### config.mk
export PLATFORM = sky130hd
export DESIGN_NAME = program_counter
export DESIGN_NICKNAME = d
export VERILOG_FILES = /design/src/rtl/program_counter.sv
export SDC_FILE = /design/constraint.sdc
export NUM_CORES = 1
export LEC_CHECK = 0
export CAP_MARGIN = 5
export CORE_MARGIN = 3
export CORE_UTILIZATION = 37
export CTS_BUF_LIST = sky130_fd_sc_hd__clkbuf_16
export CTS_CLUSTER_DIAMETER = 50
export DETAILED_ROUTE_END_ITERATION = 10
export PLACE_DENSITY_LB_ADDON = 0.05
export SLEW_MARGIN = 25
export SYNTH_ARGS = -nofsm -noshare
export SYNTH_HDL_FRONTEND = slang
export SYNTH_SLANG_ARGS = --single-unit
### constraint.sdc
create_clock -name clk -period 1.7 [get_ports clk]
set_input_delay 0.34 -clock clk [delete_from_list [all_inputs] [get_ports clk]]
set_output_delay 0.34 -clock clk [all_outputs]
set_load 0.02 [all_outputs]
### src/rtl/program_counter.sv
// Instruction-address register: synchronous active-low reset, parallel load, increment, load-and-increment.
// Optional registered overflow flag `wrap` is enabled by defining PC_WRAP_FLAG_EN.
module program_counter #(
    parameter int unsigned            WIDTH       = 8,
    parameter logic [WIDTH-1:0]       RESET_VALUE = '0,
    parameter logic [WIDTH-1:0]       INC_STEP    = WIDTH'(1)
) (
    input  logic             clk,
    input  logic             reset,
    input  logic             LoadPC,
    input  logic             IncPC,
    input  logic [WIDTH-1:0] new_count,
`ifdef PC_WRAP_FLAG_EN
    output logic             wrap,
`endif
    output logic [WIDTH-1:0] count
);

    logic [WIDTH-1:0] inc_base;
    logic [WIDTH-1:0] inc_value;

    // Load-and-increment adds the step to the incoming target, not to the current PC.
    assign inc_base = LoadPC ? new_count : count;

`ifdef PC_WRAP_FLAG_EN
    logic inc_carry;
    assign {inc_carry, inc_value} = {1'b0, inc_base} + {1'b0, INC_STEP};
`else
    assign inc_value = inc_base + INC_STEP;
`endif

    // NOTE: state registers use non-blocking assignments so every flop samples pre-edge values.
    always_ff @(posedge clk) begin
        if (!reset) begin
            count <= RESET_VALUE;
        end else if (IncPC) begin
            count <= inc_value;
        end else if (LoadPC) begin
            count <= new_count;
        end
    end

`ifdef PC_WRAP_FLAG_EN
    // Flag is raised only by an overflowing increment; loads and holds clear it.
    always_ff @(posedge clk) begin
        if (!reset) begin
            wrap <= 1'b0;
        end else begin
            wrap <= IncPC & inc_carry;
        end
    end
`endif

endmodule

==> results of run 1 <==
report_power, final:
| group | leakage [uW] | internal, uW | switching, uW | total [uW] |
|---|---|---|---|---|
| logic | 0.000257 | 92.9 | 77.2 | 170 |
| clock network | 0.0000370 | 303 | 89.9 | 393 |
| registers | 0.0000662 | 204 | 10.6 | 214 |
through the flow:
step,hold WS [ns],cells,util [%],setup slack [ns]
2_1_floorplan,0.486,51,-,0.0134
3_3_place_gp,0.656,88,61.6,-0.306
3_5_place_dp,0.671,88,61.6,-0.336
4_1_cts,0.680,91,68.2,0.0488
5_1_grt,0.672,91,68.4,0.0320
6_report,0.608,91,68.4,0.107
metal layers:
metal	up-vias	part of all wire (%)	wire, um
met1	207	48	605
met3	4	5.1	64
met4	0	0.88	11
met5	-	0	0
li1	238	-	-
met2	12	45	569
worst min-delay path, stage by stage:
cell	delay, ns
dlymetal6s2s_1	0.11
mux2_4	0.16
nor2_1	0.04
nor3_1	0.13
synthesized netlist by cell type, drive strengths merged:
| cell type | n | area share (%) |
|---|---|---|
| dfxtp | 8 | 31 |
| o31a | 1 | 1.7 |
| mux2i | 4 | 7.9 |
| nor3 | 5 | 4.9 |
| mux2 | 2 | 5.2 |
| a32oi | 2 | 3.4 |
| o211ai | 1 | 2.5 |
| nand3 | 1 | 0.98 |
| xor2 | 2 | 3.4 |
| nor2b | 3 | 3.7 |
| a2111oi | 1 | 5.4 |
| ha | 1 | 2.5 |
| and3b | 1 | 1.7 |
| inv | 1 | 0.74 |
| o21a | 1 | 1.5 |
| nand2 | 1 | 0.74 |
| a21oi | 2 | 2.0 |
| xnor2 | 3 | 5.2 |
| nor2 | 6 | 4.4 |
| buf | 2 | 4.4 |
| nand3b | 1 | 3.9 |
| nor4 | 1 | 1.2 |
| and3 | 1 | 1.2 |
layout make-up:
class                           instances  area (um2)
Clock buffer                            3        75.1
Fill cell                              98         379
Inverter                                1        3.75
Multi-Input combinational cell         40         329
Sequential cell                         8         160
Tap cell                               14        17.5
Timing Repair Buffer                   25         236
final timing paths:
path,from,end,slack [ns]
worst max-delay path,new_count[0],count[4],0.11
worst min-delay path,new_count[1],count[1],0.61
worst max register to register,count[1],count[4],0.33
worst min register to register,count[7],count[7],0.66
kinds of logic after synthesis:
group,share of synthesized area (%)
mux,13.0
compound gates,16.5
fa+ha+maj,2.46
buf+inv,5.16
simple gates,22.8
xor+xnor,8.60
flops,31.4
what timing repair did:
action	CTS	global route
hold buffers	0	0
gates cloned	0	0
setup endpoints to repair	3	1
pin swaps	0	2
gates resized for setup	3	1
==> impl_metrics.json, run 1 <==
{
  "status": "finished, final reports clean",
  "fin_setup_tns_ns": 0,
  "use_met1_pct": 21.3,
  "leakagePower_uw": 0.000360,
  "holdPathStages": 4,
  "drtAntennaViolNets": 0,
  "cpLargestDelayFamily": "buffers and inverters",
  "route.detailed.drc": 0,
  "worstHoldPathType": "input pin to flip-flop",
  "grt_max_degree": 14,
  "worstSetupPathDepth": 7,
  "use_met2_pct": 20.4,
  "ir_worst_vdd_v": 0.000638,
  "drive_above_1_share_pct": 19.5,
  "final_cell_area_um2": 822,
  "setup_viol_count_final": 0,
  "cts_max_path_buffers": 2,
  "cp.required_ns": 1.81,
  "initial_core_util_pct": 42.4,
  "ys_seq_elements": 8,
  "gp_congestion": 0.724,
  "drt_iter0_markers": 15,
  "place_area_um2": 739,
  "met3_usage_pct": 4.24,
  "grt_pass1_wl_mm": 2.07,
  "antenna_found_initial": 0,
  "ys_warn_count": 0,
  "finalNetCount": 92,
  "syn_to_final_growth_pct": 61.4,
  "dieArea_um2": 1860,
  "vias_per_cell": 5.07,
  "cts_tree": "done",
  "synth-seq-area-share_pct": 31.4,
  "crit_slowest_cell": "clkdlybuf4s50_1",
  "die_h_um": 43.1,
  "clock_skew_ns": 0.00178,
  "tightest_slew_ns": 0.341,
  "critPathMaxStageDelay_ns": 0.47,
  "syn-instance-count": 51,
  "cap_violations": 0,
  "num_rows": 12,
  "synth_fp_nets": 64,
  "n_antenna_cell": 0,
  "overflow": 0,
  "cts_sinks": 8,
  "fin_crit_sh_pct": 93.7,
  "coreArea_um2": 1200,
  "clkTransAtPathRegs_ns": 0.04,
  "avgRoutedWirePerCell_um": 13.7,
  "relSlewSlack_pct": 77.3,
  "hold_viol": 0,
  "grt_usage_pct": 15.0,
  "endpoint_kind": "flip-flop",
  "cts_inserted_buffers": 3,
  "post-dp-hpwl_um": 950,
  "power.total_uw": 777,
  "cts_post_setup_buffers_inserted": 0,
  "final_cell_mix": "clkdlybuf4s50_1, dfxtp_1, nor2_1, buf_4, nor3_1",
  "fp.dieW_um": 43.1,
  "routed_wl_mm": 1.25,
  "grt_busiest_layer": "met1",
  "cp_num_buf_inv": 1,
  "fmax_mhz": 628,
  "grt_pass1_vias": 433,
  "crit_chain": "clkdlybuf4s50_1 -> mux2_4 -> ha_1 -> nand2_2 -> nor3_1 -> xor2_1 -> nor2_1",
  "post-route-min-period_ns": 1.59,
  "ys_types": 24,
  "final_common_cell": "clkdlybuf4s50_1",
  "crit_fanout": 3,
  "grt_setup_unrepaired": "no",
  "top_register": "count",
  "drv_slew": 0,
  "largest_reg_flops": 8,
  "port_buffers": 19,
  "critPathKind": "input pin to flip-flop",
  "cts_root_buf": "clkbuf_16",
  "synth_area_um2": 509,
  "p_per_area_nw_per_um2": 946,
  "pin_count": 20,
  "start_kind": "input pin",
  "synth_area_per_cell_um2": 9.99,
  "via_count": 461,
  "clk_latency_ns": 0.23,
  "firstDrtPassIters": 4,
  "top_regs": "count (8)",
  "ff2ff_path_depth": 6,
  "crit_arrival_ns": 1.70,
  "htree_levels": 1
}
(Power assumes the default switching activity.)
==> run 2: changes to the inputs <==
--- a/config.mk
+++ b/config.mk
@@ -6,7 +6,7 @@
 export NUM_CORES = 1
 export LEC_CHECK = 0
 export CAP_MARGIN = 5
-export CORE_MARGIN = 3
+export CORE_MARGIN = 4
 export CORE_UTILIZATION = 37
 export CTS_BUF_LIST = sky130_fd_sc_hd__clkbuf_16
 export CTS_CLUSTER_DIAMETER = 50
==> run 2 against run 1 <==
Effect of this change:
- count of clock-buffer cells in the layout did not move
- critical path depth shrank 6
- fmax hardly changed
- largest cell class unchanged
- largest power group unchanged
==> impl_metrics.json, run 2 (synthesis results as in run 1) <==
{
  "status": "finished, final reports clean",
  "drtAntennaViolNets": 0,
  "crit_fanout": 3,
  "cts-hold-fix-buffers": 0,
  "fillers": 127,
  "antenna_found_initial": 0,
  "cts_sinks": 8,
  "grt_busiest_layer": "met2",
  "gp_congestion": 0.720,
  "cp_num_buf_inv": 1,
  "setup_viol_count_final": 0,
  "p_per_area_nw_per_um2": 949,
  "critPathMaxStageDelay_ns": 0.63,
  "pin_count": 20,
  "largest_reg_flops": 8,
  "tightest_slew_ns": 0.399,
  "num_rows": 13,
  "drt_iter0_markers": 10,
  "syn_to_final_growth_pct": 60.4,
  "use_met2_pct": 19.8,
  "htree_levels": 1,
  "overflow": 0,
  "relSlewSlack_pct": 72.6,
  "grt_setup_unrepaired": "no",
  "post-dp-hpwl_um": 952,
  "use_met1_pct": 19.6,
  "route.detailed.drc": 0,
  "grt_max_degree": 14,
  "cts_post_setup_buffers_inserted": 0,
  "cts_inserted_buffers": 3,
  "ir_worst_vdd_v": 0.000956,
  "hold_viol": 0,
  "cts_max_path_buffers": 2,
  "final_cell_mix": "clkdlybuf4s50_1, dfxtp_1, nor2_1, buf_4, nor3_1",
  "critPathKind": "flip-flop to primary output",
  "grt_pass1_wl_mm": 2.06,
  "grt_usage_pct": 14.8,
  "fmax_mhz": 628,
  "cp.required_ns": 1.36,
  "final_common_cell": "clkdlybuf4s50_1",
  "leakagePower_uw": 0.000349,
  "vias_per_cell": 4.97,
  "dieArea_um2": 2030,
  "avgRoutedWirePerCell_um": 13.6,
  "clk_latency_ns": 0.23,
  "worstHoldPathType": "flip-flop to flip-flop",
  "n_antenna_cell": 0,
  "fin_crit_sh_pct": 93.6,
  "drv_slew": 0,
  "cts_tree": "done",
  "fp.dieW_um": 45.1,
  "routed_wl_mm": 1.25,
  "coreArea_um2": 1300,
  "met3_usage_pct": 7.17,
  "post-route-min-period_ns": 1.59,
  "via_count": 457,
  "crit_arrival_ns": 1.25,
  "die_h_um": 45.1,
  "clock_skew_ns": 0.00406,
  "grt_pass1_vias": 454,
  "port_buffers": 19,
  "crit_slowest_cell": "clkdlybuf4s50_1",
  "cpLargestDelayFamily": "buffers and inverters",
  "top_regs": "count (8)",
  "whs_ns": 0.676,
  "drive_above_1_share_pct": 19.5,
  "final_util_pct": 62.8,
  "cap_violations": 0,
  "start_kind": "flip-flop",
  "endpoint_kind": "primary output",
  "firstDrtPassIters": 4,
  "finalNetCount": 92,
  "initial_core_util_pct": 39.1,
  "cts_root_buf": "clkbuf_16",
  "top_register": "count",
  "crit_chain": "clkdlybuf4s50_1",
  "clkTransAtPathRegs_ns": 0.04
}
## run 2: changes by cell type in the layout (fill, tap and decap cells not counted), sizes merged
cell	delta
clkdlybuf4s50	+1
dlymetal6s2s	-1
## run 2: routing by layer
layer  vias up  wire length (um)
li1        241                 -
met1       204               591
met2        10               583
met3         2                62
met4         0                14
met5         -                 0
## run 2: per-stage QoR
step | TNS, ns | setup slack (ns) | std cells | area [um2] | power, uW
6_report | 0 | 0.108 | 92 | 817 | 775
5_1_grt | 0 | 0.0549 | 92 | 817 | 814
3_5_place_dp | -1.91 | -0.380 | 89 | 741 | 383
4_1_cts | 0 | 0.0206 | 92 | 817 | 783
3_3_place_gp | -1.71 | -0.327 | 89 | 741 | 383
2_1_floorplan | 0 | 0.0134 | 51 | 509 | 303
## run 2: path summary, 6_finish.rpt
kind / startpoint / endpoint / slack, ns / cells after the start
max: count[4] / count[4] / 0.11 / 1
max reg2reg: count[1] / count[4] / 0.38 / 6
min: count[7] / count[7] / 0.68 / 3
min reg2reg: count[7] / count[7] / 0.68 / 3
## run 2: where the power goes
group	total [uW]	internal [uW]	switching, uW
Combinational	168	91.7	76.5
Clock	394	303	91.3
Sequential	213	204	9.25
Total	775	598	177
## run 2: layout make-up
class	instances	area (um2)	area share (%)
clock buffers	3	75.1	9.19
inverters	1	3.75	0.459
multi-input cells	40	325	39.8
flip-flops and latches	8	160	19.6
well taps	15	18.8	2.30
repair buffers	25	234	28.6
## run 2: timing repair
| action | 4_1_cts | 5_1_grt |
|---|---|---|
| pin swaps | 1 | 2 |
| setup endpoints to repair | 5 | 1 |
| gates resized for setup | 2 | 1 |
## run 2: worst register-to-register path: stages, from the launching register on
cell,delay (ns)
dfxtp_1,0.33
mux2_2,0.17
ha_1,0.15
nand2_2,0.09
nor3_1,0.25
xor2_1,0.16
nor2_1,0.05
==> run 3: changes to the inputs <==
--- a/config.mk
+++ b/config.mk
@@ -9,9 +9,9 @@
 export CORE_MARGIN = 4
 export CORE_UTILIZATION = 37
 export CTS_BUF_LIST = sky130_fd_sc_hd__clkbuf_16
-export CTS_CLUSTER_DIAMETER = 50
 export DETAILED_ROUTE_END_ITERATION = 10
 export PLACE_DENSITY_LB_ADDON = 0.05
+export REMOVE_ABC_BUFFERS = 1
 export SLEW_MARGIN = 25
 export SYNTH_ARGS = -nofsm -noshare
 export SYNTH_HDL_FRONTEND = slang
==> run 3 against run 2 <==
Effect of this change:
- die area unchanged
- highest routed layer unchanged
- count of clock-buffer cells in the layout stayed put
- final cell count stayed put
- combinational power about the same
- critical path depth increased by 6
==> impl_metrics.json, run 3 (synthesis results as in run 1) <==
{
  "largest_reg_flops": 8,
  "drtAntennaViolNets": 0,
  "p_per_area_nw_per_um2": 953,
  "hold_viol": 0,
  "antenna_found_initial": 0,
  "ir_worst_vdd_v": 0.000520,
  "whs_ns": 0.692,
  "top_register": "count",
  "fp.dieW_um": 45.1,
  "drv_slew": 0,
  "drive_above_1_share_pct": 16.9,
  "start_kind": "input pin",
  "firstDrtPassIters": 5,
  "grt_pass1_vias": 437,
  "worstHoldPathType": "flip-flop to flip-flop",
  "crit_fanout": 3,
  "grt_max_degree": 15,
  "overflow": 0,
  "power.total_uw": 776,
  "die_h_um": 45.1,
  "layout.cells.non_filler": 92,
  "htree_levels": 1,
  "num_rows": 13,
  "critPathKind": "input pin to flip-flop",
  "cts_max_path_buffers": 2,
  "port_buffers": 19,
  "vias_per_cell": 5.09,
  "post_cts_resized": 1,
  "grt_setup_unrepaired": "no",
  "n_antenna_cell": 0,
  "pin_count": 20,
  "clkTransAtPathRegs_ns": 0.04,
  "fillers": 126,
  "avgRoutedWirePerCell_um": 13.1,
  "cts_inserted_buffers": 3,
  "relSlewSlack_pct": 72.8,
  "via_count": 468,
  "cp.required_ns": 1.82,
  "post-route-min-period_ns": 1.61,
  "crit_arrival_ns": 1.72,
  "cap_violations": 0,
  "finalNetCount": 92,
  "cts_post_setup_buffers_inserted": 0,
  "fmax_mhz": 623,
  "syn_to_final_growth_pct": 60.0,
  "cts_tree": "done",
  "final_cell_mix": "clkdlybuf4s50_1, dfxtp_1, nor2_1, buf_4, nor3_1",
  "clk_latency_ns": 0.23,
  "tightest_slew_ns": 0.396,
  "cts_root_buf": "clkbuf_16",
  "leakagePower_uw": 0.000347,
  "grt_pass1_wl_mm": 1.88,
  "coreArea_um2": 1300,
  "cts-hold-fix-buffers": 0,
  "endpoint_kind": "flip-flop",
  "dp.cells": 89,
  "post-dp-hpwl_um": 931,
  "gp_congestion": 0.675,
  "cts_sinks": 8,
  "dieArea_um2": 2030,
  "setup_viol_count_final": 0,
  "final_common_cell": "clkdlybuf4s50_1",
  "clock_skew_ns": 0.000674,
  "initial_core_util_pct": 39.1,
  "grt_usage_pct": 12.9,
  "routed_wl_mm": 1.21,
  "status": "finished, final reports clean",
  "route.detailed.drc": 0,
  "top_regs": "count (8)",
  "fin_crit_sh_pct": 94.5,
  "drt_iter0_markers": 6
}
-- run 3: cell counts in the layout (fill, tap and decap cells not counted) --
Identical to the previous run, type by type.
-- run 3: worst paths after layout --
kind,to,slack (ns),cells past startpoint,start
worst max-delay path,count[4],0.09,7,new_count[1]
worst max register to register,count[4],0.31,6,count[1]
worst min register to register,count[7],0.69,3,count[7]
worst min-delay path,count[7],0.69,3,count[7]
-- run 3: power breakdown --
part | switching (uW) | internal, uW | leakage (uW)
combinational | 76.4 | 90.9 | 0.000244
clock | 91.8 | 303 | 0.0000370
sequential | 10.3 | 204 | 0.0000662
-- run 3: routing by layer --
| layer | vias up | track usage (%) | part of all wire (%) | wire (um) |
|---|---|---|---|---|
| met5 | - | 0 | 0 | 0 |
| met2 | 21 | 17.2 | 40 | 483 |
| met4 | 0 | 5.26 | 1.6 | 19 |
| met3 | 2 | 4.38 | 9.3 | 112 |
| li1 | 241 | - | - | - |
| met1 | 204 | 18.8 | 49 | 592 |
-- run 3: layout make-up --
class	count	area, um2	area share (%)
timing repair buffer	25	234	28.7
sequential	8	160	19.7
multi-input combinational	40	323	39.6
tap	15	18.8	2.30
clock buffer	3	75.1	9.22
inverter	1	3.75	0.461
-- run 3: critical path, stage by stage --
cell and delay [ns]:
clkdlybuf4s50_1 0.41, mux2_1 0.32, ha_1 0.21, nand2_1 0.15, nor3_1 0.09, xor2_1 0.16
nor2_1 0.05
-- run 3: stage by stage --
| step | setup slack, ns | utilization (%) | cell area [um2] | TNS (ns) |
|---|---|---|---|---|
| 2_1_floorplan | 0.183 | - | 487 | 0 |
| 5_1_grt | 0.00245 | 62.6 | 815 | 0 |
| 4_1_cts | 0.0815 | 62.6 | 815 | 0 |
| 3_3_place_gp | -0.320 | 56.9 | 741 | -1.77 |
| 6_report | 0.0937 | 62.6 | 815 | 0 |
| 3_5_place_dp | -0.367 | 56.9 | 741 | -1.99 |
